File: config.mk
export PLATFORM = sky130hd
export DESIGN_NAME = vedic_mult_pipe
export DESIGN_NICKNAME = d
export VERILOG_FILES = /design/src/rtl/vedic_pkg.sv /design/src/rtl/vedic_core.sv /design/src/rtl/vedic_mult_pipe.sv
export SDC_FILE = /design/constraint.sdc
export NUM_CORES = 1
export LEC_CHECK = 0
export ABC_CLOCK_PERIOD_IN_PS = 4300
export BUFFER_PORTS_ARGS = -buffer_cell sky130_fd_sc_hd__buf_4
export CORE_ASPECT_RATIO = 1.25
export CORE_UTILIZATION = 35
export CTS_CLUSTER_DIAMETER = 60
export DETAILED_ROUTE_END_ITERATION = 8
export GPL_ROUTABILITY_DRIVEN = 0
export GPL_TIMING_DRIVEN = 0
export PLACE_DENSITY = 0.49
export SYNTH_ARGS = -nofsm -noshare
export SYNTH_HDL_FRONTEND = slang
export SYNTH_SLANG_ARGS = --single-unit
File: constraint.sdc
create_clock -name clk -period 4.3 [get_ports clk]
set_input_delay 0.645 -clock clk [delete_from_list [all_inputs] [get_ports clk]]
set_output_delay 0.645 -clock clk [all_outputs]
set_load 0.02 [all_outputs]
File: src/rtl/vedic_pkg.sv
// Shared constants and elaboration helpers for the Vedic multiplier family.
package vedic_pkg;

  localparam int VEDIC_LATENCY = 2;

  function automatic int clog2(input int value);
    int result;
    result = 0;
    while ((1 << result) < value) result++;
    return result;
  endfunction

  // True only for power-of-two operand widths the recursive core can split down to 2x2 cells.
  function automatic bit width_ok(input int width);
    return (width >= 2) && (width <= 32) && ((1 << clog2(width)) == width);
  endfunction

endpackage

File: src/rtl/vedic_core.sv
// Combinational NxN Urdhva-Tiryakbhyam multiplier: recursive split into four
// N/2 sub-products, terminating in the 2x2 Vedic cell (or a plain AND at N=1).
module vedic_core #(
  parameter int N = 2
) (
  input  logic [N-1:0]   a_i,
  input  logic [N-1:0]   b_i,
  output logic [2*N-1:0] p_o
);

  generate
    if (N == 1) begin : g_bit
      assign p_o = {1'b0, a_i[0] & b_i[0]};
    end else if (N == 2) begin : g_cell
      logic crossA, crossB, crossCarry, highBit;
      assign crossA     = a_i[1] & b_i[0];
      assign crossB     = a_i[0] & b_i[1];
      assign crossCarry = crossA & crossB;
      assign highBit    = a_i[1] & b_i[1];
      assign p_o = {highBit & crossCarry, highBit ^ crossCarry, crossA ^ crossB, a_i[0] & b_i[0]};
    end else begin : g_rec
      localparam int H = N / 2;
      logic [N-1:0]   ll, lh, hl, hh;
      logic [N:0]     midSum;
      logic [2*N-1:0] midShifted;

      vedic_core #(.N(H)) u_ll (.a_i(a_i[H-1:0]), .b_i(b_i[H-1:0]), .p_o(ll));
      vedic_core #(.N(H)) u_lh (.a_i(a_i[H-1:0]), .b_i(b_i[N-1:H]), .p_o(lh));
      vedic_core #(.N(H)) u_hl (.a_i(a_i[N-1:H]), .b_i(b_i[H-1:0]), .p_o(hl));
      vedic_core #(.N(H)) u_hh (.a_i(a_i[N-1:H]), .b_i(b_i[N-1:H]), .p_o(hh));

      assign midSum     = {1'b0, lh} + {1'b0, hl};
      assign midShifted = {{(N-1){1'b0}}, midSum} << H;
      assign p_o        = {hh, ll} + midShifted;
    end
  endgenerate

endmodule

File: src/rtl/vedic_mult_pipe.sv
// Two-stage pipelined Vedic multiplier with valid/ready backpressure and a
// pass-through tag. Define VEDIC_MULT_SIGNED_EN for two's-complement operands.
module vedic_mult_pipe
  import vedic_pkg::*;
#(
  parameter int WIDTH = 16,
  parameter int TAG_W = 4
) (
  input  logic               clk,
  input  logic               reset_n,
  input  logic               in_valid,
  output logic               in_ready,
  input  logic [WIDTH-1:0]   in_a,
  input  logic [WIDTH-1:0]   in_b,
  input  logic [TAG_W-1:0]   in_tag,
  output logic               out_valid,
  input  logic               out_ready,
  output logic [2*WIDTH-1:0] out_r,
  output logic [TAG_W-1:0]   out_tag
);

  localparam int H = WIDTH / 2;

  generate
    if (!width_ok(WIDTH) || TAG_W < 1) begin : g_badParam
      $error("vedic_mult_pipe: WIDTH must be a power of two in 2..32 and TAG_W >= 1");
    end
  endgenerate

  logic [WIDTH-1:0]   opA, opB;
  logic [WIDTH-1:0]   llPart, lhPart, hlPart, hhPart;
  logic [WIDTH-1:0]   ll_q, lh_q, hl_q, hh_q, ll_d, lh_d, hl_d, hh_d;
  logic [TAG_W-1:0]   s1Tag_q, s1Tag_d, outTag_q, outTag_d;
  logic               s1Valid_q, s1Valid_d, s2Valid_q, s2Valid_d;
  logic [2*WIDTH-1:0] outR_q, outR_d;
  logic [WIDTH:0]     midSum;
  logic [2*WIDTH-1:0] prodMag, prodFinal;
  logic               s2Advance, accept;

`ifdef VEDIC_MULT_SIGNED_EN
  logic sign_q, sign_d, signIn;
  assign opA    = in_a[WIDTH-1] ? (~in_a + 1'b1) : in_a;
  assign opB    = in_b[WIDTH-1] ? (~in_b + 1'b1) : in_b;
  assign signIn = in_a[WIDTH-1] ^ in_b[WIDTH-1];
`else
  assign opA = in_a;
  assign opB = in_b;
`endif

  vedic_core #(.N(H)) u_ll (.a_i(opA[H-1:0]),     .b_i(opB[H-1:0]),     .p_o(llPart));
  vedic_core #(.N(H)) u_lh (.a_i(opA[H-1:0]),     .b_i(opB[WIDTH-1:H]), .p_o(lhPart));
  vedic_core #(.N(H)) u_hl (.a_i(opA[WIDTH-1:H]), .b_i(opB[H-1:0]),     .p_o(hlPart));
  vedic_core #(.N(H)) u_hh (.a_i(opA[WIDTH-1:H]), .b_i(opB[WIDTH-1:H]), .p_o(hhPart));

  assign midSum  = {1'b0, lh_q} + {1'b0, hl_q};
  assign prodMag = {hh_q, ll_q} + ({{(WIDTH-1){1'b0}}, midSum} << H);
`ifdef VEDIC_MULT_SIGNED_EN
  assign prodFinal = sign_q ? (~prodMag + 1'b1) : prodMag;
`else
  assign prodFinal = prodMag;
`endif

  assign s2Advance = !s2Valid_q || out_ready;
  assign in_ready  = !s1Valid_q || s2Advance;
  assign accept    = in_valid && in_ready;

  // Next-state: drain S1 into S2 whenever S2 can move, then refill S1 on accept.
  always_comb begin
    s1Valid_d = s1Valid_q;
    ll_d      = ll_q;
    lh_d      = lh_q;
    hl_d      = hl_q;
    hh_d      = hh_q;
    s1Tag_d   = s1Tag_q;
    s2Valid_d = s2Valid_q;
    outR_d    = outR_q;
    outTag_d  = outTag_q;
`ifdef VEDIC_MULT_SIGNED_EN
    sign_d    = sign_q;
`endif
    if (s2Advance) begin
      s2Valid_d = s1Valid_q;
      s1Valid_d = 1'b0;
      if (s1Valid_q) begin
        outR_d   = prodFinal;
        outTag_d = s1Tag_q;
      end
    end
    if (accept) begin
      s1Valid_d = 1'b1;
      ll_d      = llPart;
      lh_d      = lhPart;
      hl_d      = hlPart;
      hh_d      = hhPart;
      s1Tag_d   = in_tag;
`ifdef VEDIC_MULT_SIGNED_EN
      sign_d    = signIn;
`endif
    end
  end

  // Pipeline registers; reset discards every in-flight operation at once.
  always_ff @(posedge clk or negedge reset_n) begin
    if (!reset_n) begin
      s1Valid_q <= 1'b0;
      ll_q      <= '0;
      lh_q      <= '0;
      hl_q      <= '0;
      hh_q      <= '0;
      s1Tag_q   <= '0;
      s2Valid_q <= 1'b0;
      outR_q    <= '0;
      outTag_q  <= '0;
`ifdef VEDIC_MULT_SIGNED_EN
      sign_q    <= 1'b0;
`endif
    end else begin
      s1Valid_q <= s1Valid_d;
      ll_q      <= ll_d;
      lh_q      <= lh_d;
      hl_q      <= hl_d;
      hh_q      <= hh_d;
      s1Tag_q   <= s1Tag_d;
      s2Valid_q <= s2Valid_d;
      outR_q    <= outR_d;
      outTag_q  <= outTag_d;
`ifdef VEDIC_MULT_SIGNED_EN
      sign_q    <= sign_d;
`endif
    end
  end

  assign out_valid = s2Valid_q;
  assign out_r     = outR_q;
  assign out_tag   = outTag_q;

endmodule
======== After elaboration in Yosys (flattened, before gate mapping) ========
Cells that the tools add are included.
storage, ports and cells
  bits in registers ....................... 106
  bits of input ports ..................... 40
  logic and storage cells ................. 572
cells by class
  $add $sub $neg .......................... 42
  muxes and demuxes ....................... 2
  bitwise operators ....................... 512
  reduce and logical (&&, ||, !) cells .... 7
operator list
  operator                                   count
  1-bit bitwise AND                          384
  8-bit by 7-bit adder with 8-bit output     16
  1-bit bitwise XOR                          128
  4-bit by 4-bit adder with 5-bit output     16
  16-bit by 13-bit adder with 16-bit output  4
  8-bit by 8-bit adder with 9-bit output     4
  32-bit by 25-bit adder with 32-bit output  1
  16-bit by 16-bit adder with 17-bit output  1
  1-bit logical NOT                          2
  1-bit logical OR                           2
  1-bit 2-to-1 mux                           2
  2-bit AND reduction                        1
  2-bit nonzero test                         1
  1-bit logical AND                          1

======== Logic depth before layout (Yosys ltp) ========
  depth after elaboration ................. 7
  gate-level depth with buffers ........... 22

======== By module ========
Synthesis repeated with hierarchy kept, for this count alone.
unflattened totals
  cells, all modules ...................... 1830
  area, all modules ....................... 16874.9 um2
by module, submodules not included
  module                                        times used  cells an instance  area each (um2)  sequential area each (um2)
  vedic_mult_pipe                               1           523                5695.5           2652.5
  vedic_core at u_hh.g_rec.u_hh ...             16          34                 311.5            0.0
  vedic_core at u_hh.g_rec.u_hh.g_rec.u_hh ...  64          6                  50.0             0.0
  vedic_core at u_ll                            1           95                 762.0            0.0
  vedic_core at u_lh                            1           95                 744.5            0.0
  vedic_core at u_hh                            1           93                 743.2            0.0
  vedic_core at u_hl                            1           96                 742.0            0.0

======== Worst setup path after synthesis ========
OpenSTA, ideal clock, no wires.
  kind .................................... input-to-reg
  start point ............................. input in_a[12]
  end point ............................... register hh_q[15]
  setup time .............................. 0.131 ns
  arrival ................................. 4.416 ns
  setup slack ............................. -0.247 ns
  stages .................................. 20
  buffers on the path ..................... 1
  path through ............................ clkbuf_1 -> and2_1 -> ha_1 -> inv_1 -> fa_1 -> fa_1 -> inv_1 -> ha_1 -> a21oi_1 -> o21bai_1 -> a21oi_1 -> nor2b_1 -> o21ai_0 -> nand2b_1 -> ha_1 -> nand2_1 -> o31ai_1 -> nand3_1 -> xnor2_1 -> o21ai_1
on the way
  longest elaborated chain between the ends .. 7
ends and longest elaborated chain
  element                                                 line                    text
  start, declared                                         vedic_mult_pipe.sv:13   input logic [WIDTH-1:0] in_a,
  1-bit bitwise AND                                       vedic_core.sv:17        assign crossB = a_i[0] & b_i[1];
  1-bit bitwise AND                                       vedic_core.sv:18        assign crossCarry = crossA & crossB;
  1-bit bitwise XOR or 1-bit bitwise AND (tied branches)  vedic_core.sv:20        assign p_o = {highBit & crossCarry, highBit ^ crossCarry, crossA ^ crossB, a_i[0] & b_i[0]};
  4-bit by 4-bit adder with 5-bit output                  vedic_core.sv:32        assign midSum = {1'b0, lh} + {1'b0, hl};
  8-bit by 7-bit adder with 8-bit output                  vedic_core.sv:34        assign p_o = {hh, ll} + midShifted;
  8-bit by 8-bit adder with 9-bit output                  vedic_core.sv:32
  16-bit by 13-bit adder with 16-bit output *             vedic_core.sv:34
  end signal, assigned                                    vedic_mult_pipe.sv:122  hh_q <= hh_d;
  end, declared                                           vedic_mult_pipe.sv:32   logic [WIDTH-1:0] ll_q, lh_q, hl_q, hh_q, ll_d, lh_d, hl_d, hh_d;
Mark *: on every way between the ends. The rest lies on a longest branch, timed or not.
A chain may end at the register's enable or synchronous reset.

======== Final worst setup path ========
  start point ............................. input in_a[2]
  end point ............................... register lh_q[15]
on the way
  longest elaborated chain between the ends .. 7
ends and longest elaborated chain
  element                                                 line                    text
  1-bit bitwise AND                                       vedic_core.sv:17
  1-bit bitwise AND                                       vedic_core.sv:18
  1-bit bitwise XOR or 1-bit bitwise AND (tied branches)  vedic_core.sv:20
  4-bit by 4-bit adder with 5-bit output                  vedic_core.sv:32
  8-bit by 7-bit adder with 8-bit output                  vedic_core.sv:34
  8-bit by 8-bit adder with 9-bit output                  vedic_core.sv:32
  16-bit by 13-bit adder with 16-bit output *             vedic_core.sv:34
  end signal, assigned                                    vedic_mult_pipe.sv:120  lh_q <= lh_d;
  end, declared                                           vedic_mult_pipe.sv:32
Marks and branches as above.

==> flow_summary.yaml <==
status:
  status: "complete, but fails checks"
  violations: "setup timing"
synth:
  async_flop_share: 1.000
  synth_area_um2: 16060
  yosysTopAreaCell: "ha_1"
  synth-edff-count: 0
  synthFlopType: "dfrtp_1"
  avgSynthCellArea_um2: 8.688
  synth_area_leaders: "ha_1 29%, dfrtp_1 17%, and2_1 9.9%"
  yosysTopAreaCellShare: 0.2905
  ys_seq_area_frac: 0.1651
  ys_warn_count: 0
  synth_cells: 1849
  synthDistinctLibCells: 50
  synth_seq_cells: 106
  syn_nets: 2304
power_and_ir_drop:
  p_switching_mw: 5.844
  p_seq_frac: 0.139
  power.internal_mw: 6.482
  power.density_nw_per_um2: 566.5
  power_mw: 12.33
  power_leakage_nw: 10.76
  combPwrFrac: 0.790
  ir_drop_mv: 0.3120
  clkPwrFrac: 0.071
  switching_share: 0.4741
sta:
  hold_viol: 0
  worst_pin_slew_ps: 1034
  rsz0062_at_grt: "true"
  setup_viol: 10
  timing.final.crit_share: 1.033
  clock-skew-final_ps: 11.40
  slew_headroom: 0.3110
  timing.fmax_mhz: 225.2
  tns_ps: -603.0
  period_needed_ps: 4441
  hold_ws_ps: 213.6
  timing.final.ws_setup_ps: -141.4
  slew_viol_final: 0
cts:
  ctsHoldBuffers: 0
  cts.sinks: 106
  clkLatencyLatePin_ps: 370
  cts_max_level: 3
  cts_tree: "done"
  cts_max_path_buffers: 2
  clk_pin_slew_ps: 80
  clock-root-buffer: "clkbuf_16"
  numCtsBuffers: 9
floorplanning:
  die_x_um: 193.6
  rows: 87
  start_util: 0.3556
  die_height_um: 241.5
  io_pins: 78
  core-area_um2: 45170
  dieArea_um2: 46760
worst_setup_path:
  worstPathCellList: "buf_12 -> clkbuf_16 -> and2_4 -> ha_4 -> inv_4 -> fa_2 -> inv_2 -> ha_4 -> a21o_1 -> a21oi_2 -> xnor2_1 -> ha_1 -> a21oi_2 -> buf_4 -> xnor2_2 -> ha_1 -> a2111oi_4 -> o31ai_4 -> nand3_2 -> xnor2_4 -> o21ai_1"
  slowest_stage: "fa_2"
  crit_path_start_kind: "input port"
  cp_max_fo: 6
  worstPathRequired_ps: 4530
  critPathKind: "input port to flip-flop"
  end_kind: "flip-flop"
  cp.arrival_ps: 4670
  cpPeakStageDelay_ps: 560
cells_and_area:
  mostFrequentLayoutCells: "280 x ha_1, 229 x and2_1, 162 x buf_4"
  multi_input_area_um2: 14850
  stdcell_count: 2651
  insertedDiodeCount: 0
  nFillCells: 4260
  drive_above_1_share: 0.2928
  fin_nets: 2523
  seq_area_um2: 2653
  area_growth_syn_to_layout_pct: 35.43
  layout_commonest_cell: "ha_1"
placement:
  numPortBuffers: 77
  dpl.cell_count: 2504
  hpwl_um: 36560
  dp_slack_ps: -1351
job:
  cap_viol_max_count: 0
global_route:
  grt-ovfl-total: 0
  grt_use_total: 0.1998
  grt_max_degree: 107
  antenna_found_initial: 0
  grt_first_pass_wirelength_um: 73910
  grt_pass1_vias: 13830
route:
  routedWlPerCell_um: 17.64
  postRouteAntennaNets: 0
  drc: 0
  first_pass_iters: 5
  via_per_inst: 5.023
  wl_um: 46750
  vias: 13320
  drt_iter0_markers: 363
worst_hold_path:
  hold_class: "input port to asynchronous set/reset pin"
==> power groups by stage <==
stage | logic [mW] | clock network [mW] | registers, mW
finish | 9.74 | 0.871 | 1.72
global route | 10.8 | 0.936 | 1.78
CTS | 8.47 | 0.903 | 1.72
detailed placement | 7.75 | 0 | 1.74
global placement | 7.71 | 0 | 1.73
floorplan | 5.83 | 0 | 1.79
==> layer usage <==
layer	vias up	routed length [um]	GRT usage
met5	-	0	0
met1	6326	19950	0.2373
met3	49	944	0.01227
li1	6791	-	-
met4	0	1361	0.05412
met2	151	24500	0.3830
==> flip-flops by register name, summed over array words and instances (netlist names) <==
register   flops
hh_q          16
hl_q          16
lh_q          16
out_tag        4
s1Valid_q      1
out_valid      1
ll_q          16
out_r         32
s1Tag_q        4
==> worst max-delay path: cells and delay by family <==
kind / cells / cell delay (ps)
adder cells (fa/ha/maj): 5 / 1770
AO/OA/AOI/OAI: 6 / 960
XOR/XNOR: 3 / 490
buffers and inverters: 5 / 480
AND/OR/NAND/NOR: 2 / 310
==> logic make-up (layout without fill, tap and decap cells) <==
group | Yosys count | after routing | share of synthesized area
and+or+nand+nor | 525 | 525 | 0.1758
adders and majority gates | 415 | 415 | 0.3429
xor gates and xnor gates | 176 | 176 | 0.09596
AOI/OAI and AO/OA | 418 | 418 | 0.1615
buffers and inverters | 188 | 412 | 0.04408
DFF | 106 | 106 | 0.1651
muxes | 21 | 21 | 0.01464
==> through the flow <==
| stage | util | instance area, um^2 |
|---|---|---|
| 6_report | 0.4816 | 21760 |
| 2_1_floorplan | - | 16620 |
| 3_3_place_gp | 0.3968 | 17920 |
| 3_5_place_dp | 0.3968 | 17920 |
| 4_1_cts | 0.4446 | 20080 |
| 5_1_grt | 0.4816 | 21760 |
==> what timing repair did <==
action                                  in CTS  in global routing
setup buffers                               78                 52
gates resized for setup                    215                207
endpoints found under the setup margin      25                 31
gates cloned                                 1                  0
pin swaps                                  137                196
==> synth_stat cells (all sizes together) (22+ instances only) <==
library cell / count
nor2: 39
dfrtp: 106
a21o: 79
o21bai: 29
a21oi: 121
nand2b: 22
ha: 373
clkbuf: 49
nand2: 146
xnor2: 127
and2: 254
inv: 134
o21ai: 115
fa: 42
xor2: 49
==> area by class of cell <==
type,count,share of cell area
multi-input cells,1555,0.6828
flip-flops and latches,106,0.1219
repair buffers,209,0.08989
plain buffers,53,0.03451
well taps,578,0.03324
inverters,134,0.02323
clock buffers,9,0.01035
clock inverters,7,0.004083
==> path summary, 6_finish.rpt <==
| check | startpoint | endpoint | slack [ps] | cells after the start |
|---|---|---|---|---|
| max reg2reg | lh_q[0]$_DFFE_PN0P_ | out_r[31]$_DFFE_PN0P_ | 250 | 16 |
| max in group asynchronous | reset_n | lh_q[12]$_DFFE_PN0P_ | 3410 | 2 |
| min | reset_n | out_r[27]$_DFFE_PN0P_ | 210 | 1 |
| min in group clk | ll_q[4]$_DFFE_PN0P_ | out_r[4]$_DFFE_PN0P_ | 460 | 2 |
| min reg2reg | ll_q[4]$_DFFE_PN0P_ | out_r[4]$_DFFE_PN0P_ | 460 | 2 |
| max | in_a[2] | lh_q[15]$_DFFE_PN0P_ | -140 | 21 |
Power figures use the tool's default switching activity.
